$ cat src/rtl/debug_probe_ctrl_if.sv
// Byte-wide command and response links between the UART side and debug_probe_ctrl.
// The controller uses the slave modport; the UART bridge (or a bench) uses master.
interface debug_probe_ctrl_if;
   logic       cmd_valid;
   logic [7:0] cmd_code;
   logic       cmd_ready;
   logic       tx_valid;
   logic [7:0] tx_data;
   logic       tx_ready;

   modport master (
      output cmd_valid, cmd_code, tx_ready,
      input  cmd_ready, tx_valid, tx_data
   );

   modport slave (
      input  cmd_valid, cmd_code, tx_ready,
      output cmd_ready, tx_valid, tx_data
   );
endinterface

$ cat src/rtl/debug_probe_ctrl.sv
// Command-driven debug controller: probe snapshot readout, single-step/run/halt via step_en.
// Optional step cycle counter (codes 0x30 read, 0x31 clear) enabled by DBG_CYCLE_COUNTER_EN.
module debug_probe_ctrl #(
   parameter int NUM_PROBES = 32,
   parameter int PROBE_W    = 32,
   parameter int CNT_W      = 32
) (
   input  logic                          clock,
   input  logic                          reset,
   debug_probe_ctrl_if.slave             bus,
   input  logic [NUM_PROBES*PROBE_W-1:0] probes,
   output logic                          step_en,
   output logic                          running
);

`ifdef DBG_CYCLE_COUNTER_EN
   localparam int SHIFT_W = (CNT_W > PROBE_W) ? CNT_W : PROBE_W;
`else
   localparam int SHIFT_W = PROBE_W;
`endif
   localparam int NB_RAW = $clog2(SHIFT_W / 8 + 1);
   localparam int NB_W   = (NB_RAW < 3) ? 3 : NB_RAW;

   localparam logic [NB_W-1:0] ONE_NB   = NB_W'(1);
   localparam logic [NB_W-1:0] PROBE_NB = NB_W'(PROBE_W / 8);
   localparam logic [5:0] C_STEP = 6'h3F;
   localparam logic [5:0] C_PING = 6'h38;
   localparam logic [5:0] C_RUN  = 6'h39;
   localparam logic [5:0] C_HALT = 6'h3A;
`ifdef DBG_CYCLE_COUNTER_EN
   localparam logic [NB_W-1:0] CNT_NB  = NB_W'(CNT_W / 8);
   localparam logic [5:0] C_CNT_RD  = 6'h30;
   localparam logic [5:0] C_CNT_CLR = 6'h31;
`endif

   if (NUM_PROBES < 1 || NUM_PROBES > 48 || PROBE_W < 8 || PROBE_W > 32 ||
       (PROBE_W % 8) != 0 || CNT_W < 8 || (CNT_W % 8) != 0) begin : g_param_err
      $error("debug_probe_ctrl: illegal parameter combination");
   end

   typedef enum logic [1:0] {S_IDLE, S_STEP, S_SEND} state_e;

   state_e              state_q, state_d;
   logic                running_q, running_d;
   logic [SHIFT_W-1:0]  shift_q, shift_d;
   logic [NB_W-1:0]     nbytes_q, nbytes_d;
`ifdef DBG_CYCLE_COUNTER_EN
   logic [CNT_W-1:0]    cnt_q, cnt_d;
`endif

   logic [PROBE_W-1:0]  probe_arr [NUM_PROBES];
   logic [PROBE_W-1:0]  probe_sel;
   logic [5:0]          cmd_idx;
   logic [NB_W-1:0]     size_nb;
   logic                accept;
   logic                tx_take;

   function automatic logic [NB_W-1:0] nb_min(input logic [NB_W-1:0] a,
                                              input logic [NB_W-1:0] b);
      return (a > b) ? b : a;
   endfunction

   for (genvar gi = 0; gi < NUM_PROBES; gi++) begin : g_probe
      assign probe_arr[gi] = probes[gi*PROBE_W +: PROBE_W];
   end

   assign cmd_idx = bus.cmd_code[5:0];
   assign size_nb = NB_W'(bus.cmd_code[7:6]) + ONE_NB;
   assign accept  = bus.cmd_valid & bus.cmd_ready;
   assign tx_take = bus.tx_valid & bus.tx_ready;

   // Indices without a probe fall through the loop and read as zero.
   always_comb begin
      probe_sel = '0;
      for (int i = 0; i < NUM_PROBES; i++) begin
         if (cmd_idx == 6'(i)) probe_sel = probe_arr[i];
      end
   end

   always_ff @(posedge clock or negedge reset) begin
      if (!reset) begin
         state_q   <= S_IDLE;
         running_q <= 1'b0;
         shift_q   <= '0;
         nbytes_q  <= '0;
`ifdef DBG_CYCLE_COUNTER_EN
         cnt_q     <= '0;
`endif
      end else begin
         state_q   <= state_d;
         running_q <= running_d;
         shift_q   <= shift_d;
         nbytes_q  <= nbytes_d;
`ifdef DBG_CYCLE_COUNTER_EN
         cnt_q     <= cnt_d;
`endif
      end
   end

   always_comb begin
      state_d   = state_q;
      running_d = running_q;
      shift_d   = shift_q;
      nbytes_d  = nbytes_q;
`ifdef DBG_CYCLE_COUNTER_EN
      cnt_d     = step_en ? cnt_q + CNT_W'(1) : cnt_q;
`endif
      case (state_q)
         S_IDLE: begin
            if (accept) begin
               state_d  = S_SEND;
               nbytes_d = ONE_NB;
               shift_d  = '0;
               if (cmd_idx[5:4] == 2'b11) begin
                  case (cmd_idx)
                     C_STEP: begin
                        // A free-running pipeline needs no extra pulse; ack at once.
                        if (running_q) shift_d = SHIFT_W'(8'hFF);
                        else begin
                           state_d = S_STEP;
                           shift_d = shift_q;
                        end
                     end
                     C_PING: shift_d = SHIFT_W'(8'h55);
                     C_RUN: begin
                        running_d = 1'b1;
                        shift_d   = SHIFT_W'(8'h01);
                     end
                     C_HALT: running_d = 1'b0;
`ifdef DBG_CYCLE_COUNTER_EN
                     C_CNT_RD: begin
                        shift_d  = SHIFT_W'(cnt_q);
                        nbytes_d = nb_min(size_nb, CNT_NB);
                     end
                     C_CNT_CLR: cnt_d = '0;
`endif
                     default: ;
                  endcase
               end else begin
                  shift_d  = SHIFT_W'(probe_sel);
                  nbytes_d = nb_min(size_nb, PROBE_NB);
               end
            end
         end
         S_STEP: begin
            state_d  = S_SEND;
            shift_d  = SHIFT_W'(8'hFF);
            nbytes_d = ONE_NB;
         end
         S_SEND: begin
            if (tx_take) begin
               shift_d  = shift_q >> 8;
               nbytes_d = nbytes_q - ONE_NB;
               if (nbytes_q == ONE_NB) state_d = S_IDLE;
            end
         end
         default: state_d = S_IDLE;
      endcase
   end

   always_comb begin
      bus.cmd_ready = (state_q == S_IDLE);
      bus.tx_valid  = (state_q == S_SEND);
      bus.tx_data   = shift_q[7:0];
      step_en       = running_q | (state_q == S_STEP);
      running       = running_q;
   end

endmodule

$ cat src/flat_wrapper.sv
// flat-port wrapper written by rule: the top's interface ports become plain ports
module debug_probe_ctrl_flat 
#(
   parameter int NUM_PROBES = 32,
   parameter int PROBE_W    = 32,
   parameter int CNT_W      = 32
)
  (clock, reset, probes, step_en, running, bus_cmd_valid, bus_cmd_code, bus_tx_ready, bus_cmd_ready, bus_tx_valid, bus_tx_data);
  debug_probe_ctrl_if bus_i ();
  input  logic clock;
  input  logic reset;
  input  logic [NUM_PROBES*PROBE_W-1:0] probes;
  output logic step_en;
  output logic running;
  input wire logic [$bits(bus_i.cmd_valid)-1:0] bus_cmd_valid;
  input wire logic [$bits(bus_i.cmd_code)-1:0] bus_cmd_code;
  input wire logic [$bits(bus_i.tx_ready)-1:0] bus_tx_ready;
  output wire logic [$bits(bus_i.cmd_ready)-1:0] bus_cmd_ready;
  output wire logic [$bits(bus_i.tx_valid)-1:0] bus_tx_valid;
  output wire logic [$bits(bus_i.tx_data)-1:0] bus_tx_data;
  assign bus_i.cmd_valid = bus_cmd_valid;
  assign bus_i.cmd_code = bus_cmd_code;
  assign bus_i.tx_ready = bus_tx_ready;
  assign bus_cmd_ready = bus_i.cmd_ready;
  assign bus_tx_valid = bus_i.tx_valid;
  assign bus_tx_data = bus_i.tx_data;
  debug_probe_ctrl #(.NUM_PROBES(NUM_PROBES), .PROBE_W(PROBE_W), .CNT_W(CNT_W)) u_core (.clock(clock), .reset(reset), .bus(bus_i), .probes(probes), .step_en(step_en), .running(running));
endmodule
$ cat config.mk
export PLATFORM = sky130hd
export DESIGN_NAME = debug_probe_ctrl_flat
export DESIGN_NICKNAME = d
export VERILOG_FILES = /design/src/rtl/debug_probe_ctrl_if.sv /design/src/rtl/debug_probe_ctrl.sv /design/src/flat_wrapper.sv
export SDC_FILE = /design/constraint.sdc
export NUM_CORES = 1
export LEC_CHECK = 0
export ABC_AREA = 1
export CAP_MARGIN = 15
export CORE_AREA = 2 2 413 415
export DETAILED_ROUTE_END_ITERATION = 12
export DIE_AREA = 0 0 415 417
export SYNTH_ARGS = -nofsm -noshare
export SYNTH_HDL_FRONTEND = slang
export SYNTH_SLANG_ARGS = --single-unit
$ cat constraint.sdc
create_clock -name clock -period 2.1 [get_ports clock]
set_input_delay 0.525 -clock clock [delete_from_list [all_inputs] [get_ports clock]]
set_output_delay 0.525 -clock clock [all_outputs]
set_load 0.02 [all_outputs]
Yosys cells after proc, flatten, opt, wreduce, memory -nomap -nowiden
Cells that the tools add are included.
{"block": "totals", "word_cells": 112, "ff_bits": 38}
{"block": "op_classes", "n_mux": 51, "bitwise_logic": 3, "n_eq_ne": 43, "addsub": 2, "n_lt_le_gt_ge": 1, "n_reduce_logical": 8}
{"operator": "32-bit 2-to-1 mux", "n": 36}
{"operator": "32-bit case mux with 3 select lines", "n": 2}
{"operator": "6-bit by 5-bit == test with 1-bit output (second input constant)", "n": 16}
{"operator": "6-bit by 4-bit == test with 1-bit output (second input constant)", "n": 8}
{"operator": "6-bit by 3-bit == test with 1-bit output (second input constant)", "n": 4}
{"operator": "6-bit == test (second input constant)", "n": 4}
{"operator": "6-bit by 2-bit == test with 1-bit output (second input constant)", "n": 2}
{"operator": "2-bit 2-to-1 mux", "n": 6}
{"operator": "3-bit 2-to-1 mux", "n": 4}
{"operator": "3-bit case mux with 3 select lines", "n": 1}
{"operator": "4-bit AND reduction", "n": 2}
{"operator": "6-bit by 1-bit == test with 1-bit output (second input constant)", "n": 1}
{"operator": "6-bit logical NOT", "n": 1}
{"operator": "2-bit != test (second input constant)", "n": 3}
{"operator": "2-bit case mux with 3 select lines", "n": 1}
{"operator": "3-bit AND reduction", "n": 2}
{"operator": "2-bit == test (second input constant)", "n": 2}
{"operator": "4-bit != test (second input constant)", "n": 1}
{"operator": "2-bit by 1-bit adder with 3-bit output (second input constant)", "n": 1}
{"operator": "3-bit by 1-bit == test with 1-bit output (second input constant)", "n": 1}
{"operator": "3-bit greater-than comparator (second input constant)", "n": 1}
{"operator": "3-bit nonzero test", "n": 1}
{"operator": "3-bit by 1-bit subtractor with 3-bit output (second input constant)", "n": 1}
{"operator": "1-bit bitwise AND", "n": 2}
{"operator": "5 further kinds", "n": 5}

Logic depth before layout (Yosys ltp)
Gate-level depths: netlist (run 1).
{"block": "depth", "ltp_word": 36, "ltp_mapped": 26}

Least setup slack after synthesis (run 1)
OpenSTA, ideal clock, no wires.
{"block": "synth_path", "path_type": "input to register", "startpoint": "in bus_cmd_code[0]", "endpoint": "reg u_core.shift_q[31]", "path_slack_ns": -0.413, "cell_stages": 20, "required_ns": 1.984, "arrival_time_ns": 2.397, "path_cell_list": "nor2_1 inv_2 nor2_1 nand2_1 buf_2 or2_2 nand2_1 nand3_1 nand2_1 nand3_1 nand2_1 nand4_1 nor3_1 nand4_1 nor2_1 nand4_1 nor2_1 nand4_1 nand2_1 nand2_1"}
{"block": "synth_via", "elab_chain_cells": 36, "elab_cells_between_ends": 73, "classes_between": "35 x eq/ne; 36 x mux; 2 x reduce/logical"}
{"element": "start: declaration", "line_no": "flat_wrapper.sv:16", "source": "input wire logic [$bits(bus_i.cmd_code)-1:0] bus_cmd_code;"}
{"element": "6-bit logical NOT", "line_no": "debug_probe_ctrl.sv:76", "source": "if (cmd_idx == 6'(i)) probe_sel = probe_arr[i];"}
{"element": "32-bit 2-to-1 mux (32 in series)", "line_no": "debug_probe_ctrl.sv:76"}
{"element": "32-bit 2-to-1 mux", "line_no": "debug_probe_ctrl.sv:114", "source": "if (cmd_idx[5:4] == 2'b11) begin"}
{"element": "32-bit 2-to-1 mux", "line_no": "debug_probe_ctrl.sv:110", "source": "if (accept) begin"}
{"element": "32-bit case mux with 3 select lines", "line_no": "debug_probe_ctrl.sv:108", "source": "case (state_q)"}
{"element": "end signal: assignment", "line_no": "debug_probe_ctrl.sv:92", "source": "shift_q <= shift_d;"}
{"element": "end: declaration", "line_no": "debug_probe_ctrl.sv:45", "source": "logic [SHIFT_W-1:0] shift_q, shift_d;"}
Several ways; a longest one is shown, not always the timed one. The select of a mux whose other input is x is not followed.
A chain may end at the register's enable or synchronous reset.

Worst setup path in the final report (run 1)
{"block": "layout_path", "startpoint": "in bus_cmd_code[0]", "endpoint": "reg u_core.shift_q[19]"}
Same word-level chain as after synthesis.

==> flow_metrics.tcl, run 1 <==
set metrics [dict create \
    synth-edff-count 0 \
    grt_pass1_vias 22400 \
    crit_path_max_fanout 5 \
    synth_compound_area_frac 0.0930 \
    finalCritPeriodShare 2.03 \
    synth_flop_cell "dfrtp_1" \
    powerDensity_mw_per_mm2 346 \
    synthesis.area_sq_mm 0.0107 \
    clk_pin_slew_ns 0.07 \
    cts_tree "done" \
    synth_top_family_by_area "simple AND/OR/NAND/NOR gates" \
    critPathKind "in -> reg" \
    synth_nets 3317 \
    critPathTopFamily "simple AND/OR/NAND/NOR gates" \
    root_buffer "clkbuf_16" \
    grt_usage 0.197 \
    fin_cells 5910 \
    rsz0062_at_grt "true" \
    cpMostUsedCell "nand4_1" \
    total_power_mw 10.4 \
    port_buffers 1047 \
    final-seq-area_sq_um 951 \
    syn_to_final_growth_pct 182 \
    antenna_found_initial 109 \
    die_x_um 415 \
    insertion_delay_ns 0.31 \
    hp-class "in -> async" \
    slew_viol_final 0 \
    ant_nets 0 \
    violations "setup timing" \
    netlist_instances 2274 \
    slew_headroom 0.457 \
    synth_adder_area_share 0.00819 \
    drive_gt1_frac 0.248 \
    grt_overflow_total 0 \
    io_pins 1048 \
    cp_slowest_cell "nand4_1" \
    initial_utilization 0.0634 \
    place_congestion 1.05 \
    arrival_ns 4.45 \
    endpoint_kind "flip-flop" \
    synth_xor_area_frac 0 \
    first_pass_iters 6 \
    dp_slack_ns -3.96 \
    hpwl_mm 163 \
    synth_top_cell_by_area "nand2_1" \
    seq_area_frac_synth 0.0889 \
    place_inst 5832 \
    routed_wl_mm 179 \
    yosys.area_share.simple 0.670 \
    coreArea_sq_mm 0.169 \
    synth_top_cell_area_share 0.339 \
    fin_skew_ns 0.00657 \
    route.detailed.drc 0 \
    cts_hold_buf 0 \
    drtIter0Drc 2014 \
    avgSynthCellArea_sq_um 4.70 \
    clkSinkCount 38 \
    grt_first_pass_wirelength_mm 224 \
    startpoint_type "input port" \
    synthTopCellsByArea "nand2_1 (34%), nand4_1 (11%), nor2_1 (10%)" \
    numCtsBuffers 5 \
    hold_viol 0 \
    status "finished, violations left" \
    maxCapViolations 0 \
    fin_crit_ns 4.25 \
    async_reset_ff_frac 1.00 \
    row_count 151 \
    setup_viol 32 \
    yosysUniqueCellTypes 35 \
    crit_path_max_incr_delay_ns 0.33 \
    cts_buffer_depth 2 \
    max_slew.worst_pin.slew_ns 0.815 \
    htreeDepth 2 \
    die_h_um 417 \
    critPathBufInv 5 \
    ir_drop_mv 0.488 \
    ys_warn_count 0 \
    die_area_sq_mm 0.173 \
    final.setup.worst_slack_ns -2.15 \
    dr_total_vias 22200 \
    multi_input_area_sq_mm 0.00997 \
    n_fill_cell 19400 \
    nets 4701 \
    worstPathRequired_ns 2.30 \
    synth-seq-cells 38 \
    p_leak_nw 12.7 \
    avgViaCountPerCell 3.75 \
    routedWlPerCell_um 30.3 \
    muxShareOfSynthArea 0 \
    grt_max_degree 39 \
    max_freq_mhz 235 \
]
[cells by family (layout without fill, tap and decap cells)]
group | Yosys count | count (layout)
AO/OA/AOI/OAI | 194 | 194
buffers and inverters | 378 | 1763
adder cells (fa/ha/maj) | 7 | 7
other | 0 | 33
flip-flops | 38 | 38
AND/OR/NAND/NOR | 1657 | 1657
[routing by layer]
layer	global-route usage	vias to the layer above	part of all wire
li1	-	9935	-
met1	0.222	10600	0.37
met2	0.369	1272	0.52
met3	0.0319	287	0.066
met4	0.0700	28	0.040
met5	0	-	0.0010
[placed cells by master, fill, tap and decap left out, drive strengths merged]
cell type	synthesis	final
nor2	302	302
bufinv	0	2
o21bai	3	3
dlymetal6s2s	0	3
inv	264	261
o21ai	50	50
clkinvlp	0	1
o22ai	2	2
clkdlybuf4s50	0	1034
o221ai	1	1
nand4	182	182
a22o	1	1
ha	7	7
clkbuf	78	6
nor3	7	7
a221oi	1	1
a21oi	135	135
clkinv	3	5
nand2	967	967
nand3	80	80
a211oi	1	1
dfrtp	38	38
diode	0	33
or2	119	119
buf	33	451
[cells in the mapped netlist (2+ instances only)]
library cell and count:
buf_1 2, inv_1 256, nor3_1 4, buf_4 8
nor2_1 293, nor2_2 4, a21oi_1 135, nand4_1 182
or2_2 100, o21ai_1 8, o22ai_1 2, inv_2 7
buf_2 22, ha_1 7, or2_0 16, nand2_1 966
nor3_2 2, or2_1 3, nor2_4 4, clkbuf_1 78
clkinv_1 3, o21bai_1 3, o21ai_0 42, dfrtp_1 38
nand3_1 79
[repair_timing]
action / CTS / global route
endpoints found under the hold margin: 0 / 0
gates resized for setup: 458 / 163
buffers inserted: 39 / 28
pin swaps: 234 / 241
endpoints found under the setup margin: 34 / 33
[flip-flops by register name, summed over array words and instances (netlist names)]
| signal | cells |
|---|---|
| u_core.running | 1 |
| u_core.state_q | 2 |
| u_core.shift_q | 32 |
| u_core.nbytes_q | 3 |
[worst paths after layout]
check | endpoint | slack [ns] | from | cells past startpoint
max | u_core.shift_q[19]$_DFFE_PN0P_ | -2.15 | bus_cmd_code[0] | 27
min | u_core.state_q[1]$_DFFE_PN0P_ | 0.29 | reset | 2
max reg2reg | u_core.shift_q[28]$_DFFE_PN0P_ | -0.13 | u_core.state_q[1]$_DFFE_PN0P_ | 11
min reg2reg | u_core.shift_q[28]$_DFFE_PN0P_ | 0.50 | u_core.shift_q[28]$_DFFE_PN0P_ | 2
max in group asynchronous | u_core.shift_q[25]$_DFFE_PN0P_ | 1.35 | reset | 2
min in group clock | u_core.shift_q[28]$_DFFE_PN0P_ | 0.50 | u_core.shift_q[28]$_DFFE_PN0P_ | 2
[cell type report]
class / instances / share of cell area
antenna: 33 / 0.00274
inverter: 267 / 0.0354
tap: 2218 / 0.0921
multi-input combinational: 1858 / 0.331
timing repair buffer: 1488 / 0.501
sequential: 38 / 0.0315
clock inverter: 2 / 0.00199
clock buffer: 6 / 0.00461
[stage by stage]
step / hold WS (ns) / area (sq um) / utilization / setup TNS [ns]
2_1_floorplan: 0.229 / 10800 / - / -7.77
3_3_place_gp: 0.472 / 27500 / 0.163 / -95.01
5_1_grt: 0.334 / 30100 / 0.179 / -56.99
6_report: 0.294 / 30100 / 0.179 / -51.19
4_1_cts: 0.312 / 29400 / 0.174 / -54.83
3_5_place_dp: 0.476 / 27500 / 0.163 / -95.69
[power breakdown]
group / leakage (nW) / switching, mW / internal (mW)
clock network: 0.0973 / 0.394 / 0.716
registers: 0.480 / 0.272 / 1.09
logic: 12.2 / 4.15 / 3.81
total: 12.7 / 4.82 / 5.62
No activity file was read; power rests on OpenSTA's default activity.
==> inputs of run 2 (changes only) <==
- REMOVE_ABC_BUFFERS: not set -> 1
==> flow_metrics.tcl, run 2 (same netlist as run 1, synthesis figures left out) <==
set metrics [dict create \
    p_sw_mw 4.76 \
    finalSetupTns_ns -55.68 \
    hpwl_mm 163 \
    slew_viol_final 0 \
    routedWlPerCell_um 30.3 \
    dr_total_vias 22000 \
    coreArea_sq_mm 0.169 \
    p_leak_nw 12.6 \
    grt_max_degree 32 \
    comb_power_share 0.785 \
    largest_reg_flops 32 \
    crit_path_start "bus_cmd_code[1]" \
    critPathCapture "u_core.shift_q[0]$_DFFE_PN0P_" \
    max_slew.worst_pin.slew_ns 0.718 \
    io_pins 1048 \
    status "finished, violations left" \
    fin_skew_ns 0.00684 \
    mostFrequentLayoutCell "clkdlybuf4s50_1" \
    worstPathRequired_ns 2.29 \
    drtIter0Drc 1643 \
    first_pass_iters 6 \
    violations "setup timing" \
    regMostFlops "u_core.shift_q" \
    max_freq_mhz 230 \
    slew_headroom 0.520 \
    hold_slack_ns 0.238 \
    fin_crit_ns 4.34 \
    row_count 151 \
    die_h_um 417 \
    crit_path_max_fanout 5 \
    antenna_found_initial 84 \
    sw_frac_of_total 0.462 \
    grt_pass1_vias 22700 \
    drive_gt1_frac 0.241 \
    n_fill_cell 19500 \
    syn_to_final_growth_pct 179 \
    grt_usage 0.197 \
    endpoint_kind "flip-flop" \
    insertion_delay_ns 0.31 \
    routed_wl_mm 179 \
    hp-class "in -> async" \
    final_core_util 0.177 \
    rrSetupSlack_ns -0.31 \
    fin_cells 5900 \
    root_buffer "clkbuf_16" \
    finalCritPeriodShare 2.07 \
    avgViaCountPerCell 3.74 \
    arrival_ns 4.53 \
    ir_drop_mv 0.334 \
    port_buffers 1047 \
    grt_first_pass_wirelength_mm 224 \
    rsz0062_at_grt "true" \
    startpoint_type "input port" \
    initial_utilization 0.0634 \
    numCtsBuffers 5 \
    clk_pin_slew_ns 0.07 \
    critPathKind "in -> reg" \
    r2r-end "u_core.shift_q[0]$_DFFE_PN0P_" \
    r2r_cells 11 \
    ant_nets 0 \
    final_area_sq_mm 0.0298 \
    dp_slack_ns -3.93 \
    die_area_sq_mm 0.173 \
    route.detailed.drc 0 \
    setup_viol 32 \
    reg2reg_from "u_core.state_q[1]$_DFFE_PN0P_" \
    dpl_cell_area_sq_mm 0.0275 \
    top_regs "u_core.shift_q x32, u_core.nbytes_q x3, u_core.state_q x2" \
    htreeDepth 2 \
    hold_viol 0 \
    cts_tree "done" \
    final_cell_mix "clkdlybuf4s50_1 (1036), nand2_1 (826), buf_4 (289)" \
    maxCapViolations 0 \
    intPower_mw 5.54 \
    powerDensity_mw_per_mm2 345 \
    nets 4695 \
    grt_overflow_total 0 \
    clkSinkCount 38 \
    place_congestion 1.02 \
    final.setup.worst_slack_ns -2.24 \
    p_seq_frac 0.131 \
    cts_buffer_depth 2 \
    p_clk_frac 0.084 \
    total_power_mw 10.3 \
    die_x_um 415 \
    place_inst 5835 \
]
run 2: layout make-up:
class	instances	area, sq um	share of cell area
Multi-Input combinational cell	1858	9910	0.332
Tap cell	2218	2780	0.0930
Timing Repair Buffer	1482	15000	0.502
Antenna cell	29	72.6	0.00243
Sequential cell	38	951	0.0319
Inverter	267	1020	0.0342
Clock inverter	2	12.5	0.000419
Clock buffer	6	139	0.00465
run 2: worst min path at each step:
| stage | startpoint | endpoint | slack, ns | cells after the start |
|---|---|---|---|---|
| after floorplan | reset | u_core.nbytes_q[0]$_DFFE_PN0P_ | 0.23 | 0 |
| after global placement | u_core.shift_q[25]$_DFFE_PN0P_ | u_core.shift_q[25]$_DFFE_PN0P_ | 0.46 | 2 |
| after detailed placement | u_core.shift_q[25]$_DFFE_PN0P_ | u_core.shift_q[25]$_DFFE_PN0P_ | 0.47 | 2 |
| after CTS | reset | u_core.state_q[1]$_DFFE_PN0P_ | 0.23 | 1 |
| after global routing | reset | u_core.running$_DFFE_PN0P_ | 0.25 | 1 |
| final | reset | u_core.state_q[1]$_DFFE_PN0P_ | 0.24 | 1 |
run 2: timing repair:
action / 4_1_cts / 5_1_grt
setup endpoints to repair: 33 / 33
setup buffers: 36 / 22
gates resized for setup: 407 / 155
hold buffers: 0 / 0
pin swaps: 182 / 214
endpoints found under the hold margin: 0 / 0
run 2: power groups by stage:
| stage | Sequential, mW | Combinational (mW) | Clock, mW |
|---|---|---|---|
| 2_1_floorplan | 1.35 | 2.05 | 0 |
| 3_3_place_gp | 1.35 | 7.72 | 0 |
| 3_5_place_dp | 1.35 | 7.66 | 0 |
| 6_report | 1.35 | 8.08 | 0.865 |
| 4_1_cts | 1.34 | 7.98 | 0.890 |
| 5_1_grt | 1.38 | 8.61 | 0.907 |
run 2: worst max-delay path: stages:
cell     delay (ns)
buf_8          0.09
inv_2          0.04
nor2_2         0.13
buf_4          0.15
nand2_4        0.06
nor2_4         0.21
inv_4          0.06
buf_6          0.12
buf_6          0.10
or2_0          0.18
nand2_1        0.11
nand4_1        0.38
nor2_2         0.32
nand4_1        0.30
nand2_4        0.27
nand4_1        0.13
nor3_2         0.19
nand4_1        0.17
buf_6          0.19
nor2_4         0.10
nand4_1        0.08
nor2_1         0.12
nand4_1        0.22
nand2_1        0.16
a21oi_2        0.06
run 2: routing by layer:
layer | share of wire | up-vias | global-route usage
met1 | 0.38 | 10700 | 0.223
met2 | 0.51 | 1198 | 0.365
met3 | 0.059 | 258 | 0.0321
li1 | - | 9916 | -
met4 | 0.047 | 20 | 0.0789
met5 | 0.00076 | - | 0
